`src/rtl/ahbl_i2s_tx_pkg.sv`:
```
// ==== ahbl_i2s_tx_pkg : register map, frame constants and serializer state type (rev 1.0) ====
`default_nettype none

package ahbl_i2s_tx_pkg;

  localparam logic [7:0] OFF_CTRL     = 8'h00;
  localparam logic [7:0] OFF_STATUS   = 8'h04;
  localparam logic [7:0] OFF_DATA     = 8'h08;
  localparam logic [7:0] OFF_PRESCALE = 8'h0C;
  localparam logic [7:0] OFF_THRESH   = 8'h10;

  localparam int CTRL_EN     = 0;
  localparam int CTRL_MONO   = 1;
  localparam int CTRL_FLUSH  = 2;
  localparam int CTRL_IRQ_EN = 3;

  localparam int FRAME_BITS = 64;
  localparam int SLOT_BITS  = 32;
  localparam int BIDX_W     = $clog2(FRAME_BITS);

  localparam logic [BIDX_W-1:0] B_RIGHT = BIDX_W'(SLOT_BITS);
  localparam logic [31:0]       RD_DEFAULT = 32'hBADDBEEF;

  typedef enum logic [1:0] {
    SER_IDLE = 2'd0,
    SER_RUN  = 2'd1,
    SER_STOP = 2'd2
  } ser_state_t;

  // WS leads the data by one bit clock, so it spans slots 31..62
  function automatic logic ws_for_slot(input logic [BIDX_W-1:0] b);
    return (b >= BIDX_W'(SLOT_BITS - 1)) && (b <= BIDX_W'(FRAME_BITS - 2));
  endfunction

endpackage

`default_nettype wire

```
`src/rtl/ahbl_i2s_tx_serializer.sv`:
```
// ==== i2s_tx_serializer : SCK/WS generation and MSB-first shift-out of stereo/mono frames (rev 1.0) ====
`default_nettype none

module i2s_tx_serializer
  import ahbl_i2s_tx_pkg::*;
(
  input  logic                 clk,
  input  logic                 rst_n,
  input  logic                 en,
  input  logic                 mono,
  input  logic [7:0]           presc,
  input  logic                 fifo_empty,
  input  logic [SLOT_BITS-1:0] fifo_word,
  output logic                 pop,
  output logic                 underrun,
  output logic                 sck,
  output logic                 ws,
  output logic                 sd
);

  ser_state_t           state;
  ser_state_t           state_nx;
  logic [7:0]           cnt;
  logic [7:0]           presc_lat;
  logic [BIDX_W-1:0]    bidx;
  logic [BIDX_W-1:0]    bidx_nx;
  logic                 started;
  logic                 sck_r;
  logic                 ws_r;
  logic                 sd_r;
  logic [SLOT_BITS-1:0] shreg;
  logic [SLOT_BITS-1:0] left_r;
  logic [SLOT_BITS-1:0] word_nx;
  logic                 tc;
  logic                 fall;
  logic                 frame_start;
  logic                 load_left;
  logic                 load_right;
  logic                 need_word;

  assign tc          = (state != SER_IDLE) && (cnt == presc_lat);
  assign fall        = (state == SER_RUN) && tc && sck_r;
  assign bidx_nx     = started ? bidx + 1'b1 : '0;
  assign frame_start = fall && (bidx_nx == '0);
  assign load_left   = frame_start && en;
  assign load_right  = fall && started && (bidx_nx == B_RIGHT);

  always_ff @(posedge clk or negedge rst_n) begin
    if (!rst_n) state <= SER_IDLE;
    else        state <= state_nx;
  end

  always_comb begin
    state_nx = state;
    case (state)
      SER_IDLE: if (en) state_nx = SER_RUN;
      SER_RUN:  if (frame_start && !en) state_nx = SER_STOP;
      SER_STOP: if (tc) state_nx = SER_IDLE;
      default:  state_nx = SER_IDLE;
    endcase
  end

  always_comb begin
    need_word = load_left | (load_right & ~mono);
    pop       = need_word & ~fifo_empty;
    underrun  = need_word & fifo_empty;
    if (load_right && mono) word_nx = left_r;
    else if (fifo_empty)    word_nx = '0;
    else                    word_nx = fifo_word;
  end

  // Outputs only move on SCK falling edges so the DAC sees stable data on rising
  always_ff @(posedge clk or negedge rst_n) begin
    if (!rst_n) begin
      cnt       <= '0;
      presc_lat <= '0;
      sck_r     <= 1'b0;
      bidx      <= '0;
      started   <= 1'b0;
      ws_r      <= 1'b0;
      sd_r      <= 1'b0;
      shreg     <= '0;
      left_r    <= '0;
    end else if (state == SER_IDLE) begin
      cnt       <= '0;
      presc_lat <= presc;
      sck_r     <= 1'b0;
      bidx      <= '0;
      started   <= 1'b0;
      ws_r      <= 1'b0;
      sd_r      <= 1'b0;
    end else begin
      if (tc) begin
        cnt       <= '0;
        presc_lat <= presc;
        sck_r     <= (state == SER_RUN) ? ~sck_r : 1'b0;
      end else begin
        cnt <= cnt + 8'd1;
      end
      if (fall) begin
        if (frame_start && !en) begin
          ws_r <= 1'b0;
          sd_r <= 1'b0;
        end else begin
          bidx    <= bidx_nx;
          started <= 1'b1;
          ws_r    <= ws_for_slot(bidx_nx);
          if (load_left || load_right) begin
            sd_r  <= word_nx[SLOT_BITS-1];
            shreg <= {word_nx[SLOT_BITS-2:0], 1'b0};
          end else begin
            sd_r  <= shreg[SLOT_BITS-1];
            shreg <= {shreg[SLOT_BITS-2:0], 1'b0};
          end
          if (load_left) left_r <= word_nx;
        end
      end
    end
  end

  assign sck = sck_r;
  assign ws  = ws_r;
  assign sd  = sd_r;

endmodule

`default_nettype wire

```
`src/rtl/aucohl_fifo.sv`:
```
// ==== aucohl_fifo : show-ahead synchronous FIFO with flush and occupancy level (rev 1.0) ====
`default_nettype none

module aucohl_fifo #(
  parameter int DW = 32,
  parameter int AW = 4
) (
  input  logic          clk,
  input  logic          rst_n,
  input  logic          flush,
  input  logic          wr,
  input  logic          rd,
  input  logic [DW-1:0] wdata,
  output logic [DW-1:0] rdata,
  output logic          empty,
  output logic          full,
  output logic [AW:0]   level
);

  logic [DW-1:0] mem [0:(1<<AW)-1];
  logic [AW:0]   wp;
  logic [AW:0]   rp;
  logic          wr_ok;
  logic          rd_ok;

  assign level = wp - rp;
  assign empty = (level == '0);
  assign full  = level[AW];
  assign rd_ok = rd & ~empty;
  // When full, a simultaneous pop frees the slot the push lands in
  assign wr_ok = wr & (~full | rd_ok);
  assign rdata = mem[rp[AW-1:0]];

  always_ff @(posedge clk or negedge rst_n) begin
    if (!rst_n) begin
      wp <= '0;
      rp <= '0;
    end else if (flush) begin
      wp <= '0;
      rp <= '0;
    end else begin
      if (wr_ok) wp <= wp + 1'b1;
      if (rd_ok) rp <= rp + 1'b1;
    end
  end

  always_ff @(posedge clk) begin
    if (wr_ok && !flush) mem[wp[AW-1:0]] <= wdata;
  end

endmodule

`default_nettype wire

```
`src/rtl/ahbl_i2s_tx.sv`:
```
// ==== ahbl_i2s_tx : AHB-Lite I2S transmitter with TX FIFO, DMA feed and watermark IRQ (rev 1.0) ====
`default_nettype none

module ahbl_i2s_tx
  import ahbl_i2s_tx_pkg::*;
#(
  parameter int         FIFO_AW   = 4,
  parameter logic [7:0] PRESC_RST = 8'd3
) (
  input  logic        HCLK,
  input  logic        HRESETn,
  input  logic [31:0] HADDR,
  input  logic [1:0]  HTRANS,
  input  logic        HWRITE,
  input  logic [2:0]  HSIZE,
  input  logic [31:0] HWDATA,
  input  logic        HSEL,
  input  logic        HREADY,
  output logic [31:0] HRDATA,
  output logic        HREADYOUT,
  input  logic        DMAC_interaction,
  output logic        SCK,
  output logic        WS,
  output logic        SD,
  output logic        IRQ
);

  logic [7:0]       addr_d;
  logic             trans_d;
  logic             write_d;
  logic             sel_d;
  logic             wr_en;
  logic             reg_wr;
  logic             push;
  logic             flush;
  logic             en;
  logic             mono;
  logic             irq_en;
  logic [7:0]       presc;
  logic [4:0]       thresh;
  logic             udr;
  logic             ovf;
  logic             ovf_set;
  logic             ser_pop;
  logic             ser_underrun;
  logic [31:0]      fifo_rdata;
  logic             fifo_empty;
  logic             fifo_full;
  logic [FIFO_AW:0] level;
  logic [31:0]      rdata;
  logic             unused_bits;

  assign unused_bits = ^{HADDR[31:8], HTRANS[0], HSIZE};
  assign HREADYOUT   = 1'b1;

  always_ff @(posedge HCLK or negedge HRESETn) begin
    if (!HRESETn) begin
      addr_d  <= '0;
      trans_d <= 1'b0;
      write_d <= 1'b0;
      sel_d   <= 1'b0;
    end else if (HREADY) begin
      addr_d  <= HADDR[7:0];
      trans_d <= HTRANS[1];
      write_d <= HWRITE;
      sel_d   <= HSEL;
    end
  end

  // DMA writes bypass the register decode entirely
  assign wr_en   = trans_d & sel_d & write_d;
  assign reg_wr  = wr_en & ~DMAC_interaction;
  assign push    = (wr_en & DMAC_interaction) | (reg_wr & (addr_d == OFF_DATA));
  assign flush   = reg_wr & (addr_d == OFF_CTRL) & HWDATA[CTRL_FLUSH];
  assign ovf_set = push & fifo_full & ~ser_pop;

  always_ff @(posedge HCLK or negedge HRESETn) begin
    if (!HRESETn) begin
      en     <= 1'b0;
      mono   <= 1'b0;
      irq_en <= 1'b0;
      presc  <= PRESC_RST;
      thresh <= '0;
      udr    <= 1'b0;
      ovf    <= 1'b0;
    end else begin
      if (reg_wr && addr_d == OFF_CTRL) begin
        en     <= HWDATA[CTRL_EN];
        mono   <= HWDATA[CTRL_MONO];
        irq_en <= HWDATA[CTRL_IRQ_EN];
      end
      if (reg_wr && addr_d == OFF_PRESCALE) presc  <= HWDATA[7:0];
      if (reg_wr && addr_d == OFF_THRESH)   thresh <= HWDATA[4:0];
      if (ser_underrun)                                           udr <= 1'b1;
      else if (reg_wr && addr_d == OFF_STATUS && HWDATA[2])       udr <= 1'b0;
      if (ovf_set)                                                ovf <= 1'b1;
      else if (reg_wr && addr_d == OFF_STATUS && HWDATA[3])       ovf <= 1'b0;
    end
  end

  always_comb begin
    rdata = RD_DEFAULT;
    case (addr_d)
      OFF_CTRL:     rdata = {28'd0, irq_en, 1'b0, mono, en};
      OFF_STATUS:   rdata = {23'd0, 5'(level), ovf, udr, fifo_full, fifo_empty};
      OFF_DATA:     rdata = '0;
      OFF_PRESCALE: rdata = {24'd0, presc};
      OFF_THRESH:   rdata = {27'd0, thresh};
      default:      rdata = RD_DEFAULT;
    endcase
  end

  assign HRDATA = rdata;
  assign IRQ    = irq_en & (32'(level) <= 32'(thresh));

  aucohl_fifo #(
    .DW (32),
    .AW (FIFO_AW)
  ) u_fifo (
    .clk   (HCLK),
    .rst_n (HRESETn),
    .flush (flush),
    .wr    (push),
    .rd    (ser_pop),
    .wdata (HWDATA),
    .rdata (fifo_rdata),
    .empty (fifo_empty),
    .full  (fifo_full),
    .level (level)
  );

  i2s_tx_serializer u_ser (
    .clk        (HCLK),
    .rst_n      (HRESETn),
    .en         (en),
    .mono       (mono),
    .presc      (presc),
    .fifo_empty (fifo_empty),
    .fifo_word  (fifo_rdata),
    .pop        (ser_pop),
    .underrun   (ser_underrun),
    .sck        (SCK),
    .ws         (WS),
    .sd         (SD)
  );

endmodule

`default_nettype wire

```
`config.mk`:
```
export PLATFORM = sky130hd
export DESIGN_NAME = ahbl_i2s_tx
export DESIGN_NICKNAME = d
export VERILOG_FILES = /design/src/rtl/ahbl_i2s_tx_pkg.sv /design/src/rtl/ahbl_i2s_tx_serializer.sv /design/src/rtl/aucohl_fifo.sv /design/src/rtl/ahbl_i2s_tx.sv
export SDC_FILE = /design/constraint.sdc
export NUM_CORES = 1
export LEC_CHECK = 0
export BUFFER_PORTS_ARGS = -buffer_cell sky130_fd_sc_hd__buf_2
export CAP_MARGIN = 5
export CORE_MARGIN = 3
export CORE_UTILIZATION = 30
export CTS_CLUSTER_DIAMETER = 30
export DETAILED_ROUTE_END_ITERATION = 7
export PLACE_DENSITY = 0.5
export SKIP_CTS_REPAIR_TIMING = 1
export SYNTH_ARGS = -nofsm -noshare
export SYNTH_HDL_FRONTEND = slang
export SYNTH_SLANG_ARGS = --single-unit
```
`constraint.sdc`:
```
create_clock -name HCLK -period 12.5 [get_ports HCLK]
set_input_delay 0.625 -clock HCLK [delete_from_list [all_inputs] [get_ports HCLK]]
set_output_delay 0.625 -clock HCLK [all_outputs]
set_load 0.05 [all_outputs]
```
==> impl_metrics.yaml <==
status:
  status: "completed"
floorplanning:
  core_um2: 85900
  die-area_um2: 91000
  rows: 107
  io_pins: 112
  initial_core_util: 0.305
  die-width_um: 302
  die_h_um: 302
final_layout:
  final_cell_mix: "edfxtp_1 (512), mux4_2 (160), clkbuf_16 (130)"
  nets: 1631
  drive_gt1_frac: 0.343
  final_common_cell: "edfxtp_1"
  area_growth_pct: 23.1
detailed_routing:
  route.detailed.drc: 0
  drt_iter0_drc: 1043
  routed-via-count: 13900
  drt_wl_total_um: 66000
  dr_wl_met2_um: 32300
  routedWlPerCell_um: 23.6
  wl_met1_um: 29000
  drt_first_pass_iters: 6
  route.met3.wl_um: 3430
  final_antenna_net_count: 0
  top_layer_used: "met4"
  via_per_inst: 4.98
setup_path:
  path_class: "reg2out"
  slowest_delay_ns: 0.96
  crit_path_start_kind: "flip-flop"
  cp_data_arrival_time_ns: 4.50
  critPathTopFamily: "buffers and inverters"
  worstPathCellList: "inv_1 -> fa_1 -> a21o_1 -> a21oi_1 -> xor2_1 -> o211a_1 -> buf_4 -> mux2i_1 -> o21ai_0 -> buf_2"
  path_buf_inv: 3
  endpoint_kind: "output pin"
  required_ns: 11.88
  crit_slowest_cell: "dfrtp_4"
  cp_max_fo: 48
timing:
  min_period_ns: 5.12
  fmax_ghz: 0.195
  setup_tns_ns: 0
  slew_viol_final: 0
  clock_skew_ns: 0.0332
  finalSetupViolations: 0
  holdWs_ns: 0.167
  rsz0062_at_grt: "false"
  finalHoldViolations: 0
  worstMarginPinSlew_ns: 1.00
  fin_crit_sh: 0.410
  slew_headroom: 0.328
logic_synthesis:
  synth-edff-count: 512
  netlist_area_um2: 26200
  async_reset_ff_frac: 0.202
  avgSynthCellArea_um2: 18.8
  synthFlopType: "edfxtp_1"
  ys_seq_area_frac: 0.710
  yosys_warnings: 0
  synth_cell_types: 65
  syn_inst: 1399
  ys_ff_latch: 642
clocking:
  cts_buffer_depth: 3
  cts_tree: "done"
  root_buffer: "clkbuf_16"
  h-tree-depth: 4
  clkTransAtPathRegs_ns: 0.04
  cts_buffers: 130
  clock-sinks: 642
  clock_latency_ns: 0.70
global_routing:
  grt_pass1_wl_um: 98000
  grt_overflow: 0
  antenna_found_initial: 1
  grt_max_degree: 67
  grt_pass1_vias: 14800
  grt_use_total: 0.148
place:
  gp_congestion: 0.802
  dp_hpwl_um: 33000
  io_buffer_count: 76
pwr:
  vdd_ir_drop_max_mv: 0.125
  powerDensity_nw_per_um2: 231
  p_leak_nw: 11.2
worst_hold_path:
  hold_path.class: "in2reg"
flow_run:
  drv_cap: 0
[report_power, final]
group          internal [mW]  total [mW]  switching, mW
Combinational          0.702        1.43          0.731
Sequential              2.45        2.60          0.152
Clock                   2.28        3.42           1.14
[routing by layer]
metal,vias to the layer above,track usage
li1,5979,-
met1,7418,0.199
met2,416,0.238
met3,95,0.0318
met4,0,0.0521
met5,-,0
[sequential cells by signal, indices dropped and copies added, names as in the netlist, 6 cells and up]
name and flops:
u_fifo.mem 512, u_ser.left_r 32, u_ser.shreg 31, addr_d 8, presc 8, u_ser.cnt 8, u_ser.presc_lat 8, u_ser.bidx 6
[worst paths after layout]
kind | endpoint | slack (ns) | startpoint | cells past startpoint
worst max-delay path | HRDATA[0] | 7.38 | u_fifo.rp[1] | 10
min in group asynchronous | addr_d[1] | 0.48 | HRESETn | 2
worst min-delay path | addr_d[4] | 0.17 | HADDR[4] | 2
max in group asynchronous | u_ser.left_r[15] | 10.61 | HRESETn | 3
worst min register to register | u_ser.presc_lat[4] | 0.48 | u_ser.presc_lat[4] | 2
worst max register to register | u_fifo.mem[14][18] | 7.76 | u_fifo.rp[1] | 10
[synthesized netlist by cell type (all sizes together), types with 2 or more instances]
master / n / share of area
o21a: 9 / 0.0026
buf: 55 / 0.013
nor3b: 33 / 0.0094
edfxtp: 512 / 0.59
nand4: 4 / 0.00095
a22oi: 29 / 0.0085
o32a: 2 / 0.00076
clkbuf: 48 / 0.0069
xnor2: 11 / 0.0037
a31o: 4 / 0.0013
nor2: 66 / 0.0094
o2bb2ai: 3 / 0.0010
nand4b: 2 / 0.00067
a31oi: 5 / 0.0012
dfrtp: 128 / 0.12
or3: 2 / 0.00048
nand3: 21 / 0.0042
conb: 2 / 0.00029
nand2b: 7 / 0.0017
a21oi: 17 / 0.0032
nor4: 2 / 0.00048
ha: 16 / 0.0076
and2: 7 / 0.0018
mux4: 160 / 0.14
or2: 2 / 0.00048
nand2: 55 / 0.0079
mux2i: 9 / 0.0034
a21o: 5 / 0.0014
inv: 15 / 0.0021
a221o: 29 / 0.011
or4: 3 / 0.00086
o211ai: 3 / 0.00086
o21ai: 16 / 0.0031
o31ai: 3 / 0.00086
nor2b: 5 / 0.0013
xor2: 11 / 0.0037
mux2: 59 / 0.025
dfstp: 2 / 0.0020
and3: 15 / 0.0036
nor3: 6 / 0.0015
[cell type report]
cell class | instances | area (um2)
clock inverters | 77 | 937
well taps | 1144 | 1430
multi-input cells | 643 | 7100
repair buffers | 106 | 614
clock buffers | 162 | 3490
fillers | 7905 | 53700
flip-flops and latches | 642 | 18600
diodes | 2 | 5.00
inverters | 16 | 60.1
[metrics by stage]
step	cell area, um2	instances	utilization	worst slack [ns]	total power, mW
3_5_place_dp	27800	2550	0.324	7.62	4.08
5_1_grt	32300	2790	0.376	7.01	7.80
4_1_cts	32300	2789	0.375	7.21	7.56
3_3_place_gp	27800	2550	0.324	7.71	4.07
6_report	32300	2792	0.376	7.38	7.45
2_1_floorplan	26300	1404	-	6.45	3.68
[logic make-up after synthesis]
group / synth area share
mux: 0.166
xor+xnor: 0.00734
buf+inv: 0.0217
simple gates: 0.0461
flops: 0.710
other cells: 0.000286
fa+ha+maj: 0.00839
compound gates: 0.0399
(Power assumes the default switching activity.)
